### src/rtl/disp_chan_scheduler.sv
// rtl/disp_chan_scheduler.sv - channel select / capture strobe scheduler for the 8-channel display mux
// Optional pause input is compiled in when DISP_SCHED_PAUSE_EN is defined.
module disp_chan_scheduler #(
  parameter int DWELL = 50_000_000,
  parameter int HOLD  = 100_000_000,
  parameter int CNT_W = 32
) (
  input  logic       clk,
  input  logic       rst,
  input  logic       mode_auto,
  input  logic [2:0] sw_sel,
  input  logic [7:0] chan_mask,
  input  logic [7:0] req,
  input  logic       cpu_wr,
`ifdef DISP_SCHED_PAUSE_EN
  input  logic       pause,
`endif
  output logic [2:0] Test,
  output logic       EN,
  output logic       hold_active,
  output logic [2:0] grant_ch
);

  localparam logic [1:0] ST_MANUAL = 2'd0;
  localparam logic [1:0] ST_SCAN   = 2'd1;
  localparam logic [1:0] ST_HOLD   = 2'd2;

  logic [1:0]       state;
  logic [CNT_W-1:0] cnt;
  logic [2:0]       rr_ptr;
  logic [2:0]       scan_ch;
  logic             ret_scan;

  logic [2:0] winner;
  logic [2:0] scan_next;
  logic       dwell_done;
  logic       hold_done;
  logic       freeze;

  // Offsets are walked from far to near so the nearest hit above the pointer is kept.
  function automatic logic [2:0] rr_pick(input logic [2:0] ptr, input logic [7:0] r);
    logic [2:0] c;
    rr_pick = ptr;
    for (int i = 8; i >= 1; i--) begin
      c = ptr + 3'(i);
      if (r[c]) rr_pick = c;
    end
  endfunction

  function automatic logic [2:0] next_scan(input logic [2:0] cur, input logic [7:0] mask);
    logic [2:0] c;
    next_scan = 3'd0;
    for (int i = 8; i >= 1; i--) begin
      c = cur + 3'(i);
      if (mask[c]) next_scan = c;
    end
  endfunction

`ifdef DISP_SCHED_PAUSE_EN
  assign freeze = pause && (state != ST_MANUAL);
`else
  assign freeze = 1'b0;
`endif

  always_comb begin
    winner     = rr_pick(rr_ptr, req);
    scan_next  = next_scan(Test, chan_mask);
    dwell_done = (cnt == CNT_W'(DWELL - 1));
    hold_done  = (cnt == CNT_W'(HOLD - 1));
  end

  always_ff @(posedge clk or posedge rst) begin
    if (rst) begin
      state       <= ST_MANUAL;
      cnt         <= '0;
      rr_ptr      <= 3'd7;
      scan_ch     <= 3'd0;
      ret_scan    <= 1'b0;
      Test        <= 3'd0;
      EN          <= 1'b0;
      hold_active <= 1'b0;
      grant_ch    <= 3'd0;
    end else begin
      EN <= cpu_wr;
      if (state == ST_HOLD) begin
        if (!freeze) begin
          if (hold_done) begin
            hold_active <= 1'b0;
            cnt         <= '0;
            if (ret_scan) begin
              state <= ST_SCAN;
              Test  <= scan_ch;
            end else begin
              state <= ST_MANUAL;
              Test  <= sw_sel;
            end
          end else begin
            cnt <= cnt + CNT_W'(1);
          end
        end
      end else if (freeze) begin
        cnt <= cnt;
      end else if (req != 8'd0) begin
        // Grant outranks mode change and dwell expiry in the same cycle.
        state       <= ST_HOLD;
        Test        <= winner;
        grant_ch    <= winner;
        hold_active <= 1'b1;
        cnt         <= '0;
        rr_ptr      <= winner;
        ret_scan    <= mode_auto;
        scan_ch     <= Test;
      end else if (state == ST_MANUAL) begin
        cnt <= '0;
        if (mode_auto) state <= ST_SCAN;
        else           Test  <= sw_sel;
      end else if (!mode_auto) begin
        state <= ST_MANUAL;
        Test  <= sw_sel;
        cnt   <= '0;
      end else if (dwell_done) begin
        cnt  <= '0;
        Test <= scan_next;
      end else begin
        cnt <= cnt + CNT_W'(1);
      end
    end
  end

endmodule

### config.mk
export PLATFORM = sky130hd
export DESIGN_NAME = disp_chan_scheduler
export DESIGN_NICKNAME = d
export VERILOG_FILES = /design/src/rtl/disp_chan_scheduler.sv
export SDC_FILE = /design/constraint.sdc
export NUM_CORES = 1
export LEC_CHECK = 0
export CORE_UTILIZATION = 35
export DETAILED_ROUTE_END_ITERATION = 10
export PLACE_DENSITY = 0.53
export SLEW_MARGIN = 20
export SYNTH_ARGS = -nofsm -noshare
export SYNTH_HDL_FRONTEND = slang
export SYNTH_SLANG_ARGS = --single-unit
### constraint.sdc
create_clock -name clk -period 4.61 [get_ports clk]
set_clock_uncertainty 0.15 [all_clocks]
set_input_delay 1.1525 -clock clk [delete_from_list [all_inputs] [get_ports clk]]
set_output_delay 1.1525 -clock clk [all_outputs]
set_load 0.05 [all_outputs]
==> impl_results.md <==
* RSZ-0062 raised after global routing: no
* Initial antenna violation count at 0
* Post-CTS resize count at 0
* Leak at 1.75 nW
* Critical path's largest stage delay at 600 ps
* DR vias at 3269
* Ys flop type: dfrtp_1
* CP Data Required Time at 4690 ps
* Min cycle time layout at 3630 ps
* Largest net degree at the start of global routing at 50
* Post-synth EDFFs at 0
* Final setup viols at 0
* Layout cells sized above 1 at 12.5%
* Internal Power at 1.08 mW
* Outcome: finished, final reports clean
* Compound-cell area share of the yosys netlist at 12.4%
* Post-synthesis mux area share at 19.0%
* Max-slew headroom at 43.6%
* Sequential share of power at 31.9%
* Startpoint types: input pin
* Core ar. at 0.0109 sq mm
* Commonest non-fill, non-tap cells in the layout: nor2_1, nand2_1, dfrtp_1
* PwrDens at 423 mW/mm^2
* Clock sink count at 49
* IO Pins at 31
* Remaining DRCs at 0
* Fillers at 1090
* Ys Warns at 0
* Psw at 801 uW
* Worst Path Max Fanout at 8
* Slew @ Worst Pin at 846 ps
* Htree depth at 2
* TritonCTS clock tree: done
* Clk pwr share at 14.6%
* Seq/Total Area, Yosys at 31.4%
* Worst min-delay path class: flop to flop
* Multi-input logic area at 0.00257 sq mm
* Antenna viol nets, final at 0
* CP Data Arrival Time at 3710 ps
* Fmax at 276 MHz
* Row count at 38
* Total GRT Usage at 16.9%
* Post-Syn Nets at 462
* Register Area at 0.00123 sq mm
* Setup bufs post-CTS at 0
* Initial drt markers at 223
* Combinational power share at 53.5%
* Net Sw Frac at 42.6%
* Die height at 108 um
* Area grow syn2layout at 13.5%
* Ant. Diodes at 0
* Post-synthesis simple-gate area fraction at 24.4%
* Distinct cell type count after synthesis at 60
* CP Class: input pin to flop
* Number of port buffers at 30
* Vias in the first global route at 3072
* Commonest non-fill, non-tap cell in the layout: nor2_1
* Xor and xnor area share after synthesis at 7.81%
* Post-Syn Instances at 434
* Slowest cell on crit path: or4_1
* Maximum vdd drop at 0.167 mV
* Placer congestion estimate at 0.908
* # hold bufs at CTS at 0
* Vias per cell at 5.48
* Synth Cell Area at 0.00392 sq mm
* Final hold violation count at 0
* #FFs+latches synth at 49
* Clk root buf: clkbuf_8
* Post-Synth Adder-Cell Area at 1.59%
* Worst-path clk slew at 80 ps
* Die area at 0.0116 sq mm
* Die X-Extent at 108 um
* Critical Path, Cell by Cell: clkdlybuf4s50_1, or4_1, nor2_2, nand3_1, nor4_1, a31oi_4, and3_2, a31oi_1
* Worst-Skew Late Latency at 310 ps
* Syn Area/Cell at 9.04 sq um
* GRT overflow at 0
* Count of maximum capacitance violations at 0
* Final setup TNS at 0 ps
* Final net count at 484
* CTS Buf Count at 5
* First-pass iteration count of the detailed router at 5
* Initial Utilization at 36.0%
* Max Buffers Root-to-Sink at 2
* Global-route wire length before repair at 15800 um
* Post-DP HPWL at 6780 um
* Period utilization at 78.7%
* Pins Over Slew Limit at 0
* Layout Utilization at 40.9%
* Asr flop ratio synth at 100%
* Drt total wl at 9240 um
* Main combinational cell family by area after synthesis: simple AND/OR/NAND/NOR gates
* Crit. End Element: flop
* WL/cell at 15.5 um
[routing by layer]
metal	global-route usage (%)	up-vias	wire (um)
li1	-	1643	-
met1	24.2	1556	4560
met2	26.6	61	4260
met3	2.54	9	298
met4	4.01	0	119
met5	0	-	0
[power groups by stage]
stage                     logic [mW]  registers [mW]  clock network (mW)
after floorplan                0.800           0.586                   0
after global placement         0.998           0.608                   0
after detailed placement       0.999           0.608                   0
after CTS                       1.00           0.601               0.287
after global routing            1.11           0.616               0.303
final                           1.01           0.601               0.274
[stage by stage]
step	setup slack (ps)	cell area (sq um)	hold slack [ps]	instances	power [mW]
2_1_floorplan	934	3920	299	434	1.39
3_3_place_gp	771	4350	314	589	1.61
3_5_place_dp	709	4350	321	589	1.61
4_1_cts	1020	4450	341	597	1.89
5_1_grt	859	4450	378	597	2.03
6_report	983	4450	339	597	1.88
[area by class of cell]
type / count / area share [%]
Clock inverter: 2 / 0.365
Clock buffer: 6 / 1.85
Tap cell: 140 / 3.93
Sequential cell: 49 / 27.6
Timing Repair Buffer: 34 / 7.42
Multi-Input combinational cell: 353 / 57.7
Inverter: 13 / 1.12
[critical path: cells and delay by family]
| family | cells | cell delay (ps) |
|---|---|---|
| buffers and inverters | 1 | 520 |
| AO/OA/AOI/OAI | 2 | 320 |
| AND/OR/NAND/NOR | 5 | 1720 |
[synthesized netlist by cell type (3+ instances only)]
cell	count	area, sq um
mux2i_1	15	150
xnor2_1	23	201
o21ai_0	19	95.1
nor2_1	62	233
nor4_1	4	25.0
mux2_2	11	124
a21oi_1	10	50.1
clkbuf_1	8	30.0
or4_1	3	22.5
nor2b_1	7	43.8
xor2_1	12	105
nand2_1	47	176
mux4_2	21	473
a21o_1	3	22.5
nor3_1	9	45.0
and2_1	4	25.0
buf_2	8	40.0
a31oi_1	4	25.0
or3_1	3	18.8
dfstp_2	3	78.8
and4_1	4	35.0
nand4_1	12	75.1
buf_1	3	11.3
ha_1	5	62.6
o22ai_1	4	25.0
nand3_1	23	115
a221oi_1	5	43.8
and3_1	3	18.8
dfrtp_1	46	1150
inv_1	13	48.8
[logic make-up (layout without fill, tap and decap cells)]
logic type,after synthesis,in the layout
mux,47,47
compound gates,69,69
simple gates,197,197
flops,49,49
buf+inv,32,55
xor+xnor,35,35
fa+ha+maj,5,5
[final timing paths]
check	depth (start not counted)	endpoint	slack (ps)	startpoint
min reg2reg	2	grant_ch[1]$_DFFE_PP0P_	340	grant_ch[1]$_DFFE_PP0P_
min in group asynchronous	2	cnt[22]$_DFF_PP0_	1140	rst
min	2	grant_ch[1]$_DFFE_PP0P_	340	grant_ch[1]$_DFFE_PP0P_
max	8	Test[1]$_DFFE_PP0P_	980	req[3]
max in group asynchronous	2	cnt[4]$_DFF_PP0_	2650	rst
max reg2reg	8	Test[0]$_DFFE_PP0P_	1060	Test[1]$_DFFE_PP0P_
[sequential cells by signal, summed over array words and instances, names as in the netlist]
name         cells
cnt             32
Test             3
grant_ch         3
rr_ptr           3
scan_ch          3
state            2
EN               1
hold_active      1
ret_scan         1
Note: power is estimated with default switching activity, not from simulation.
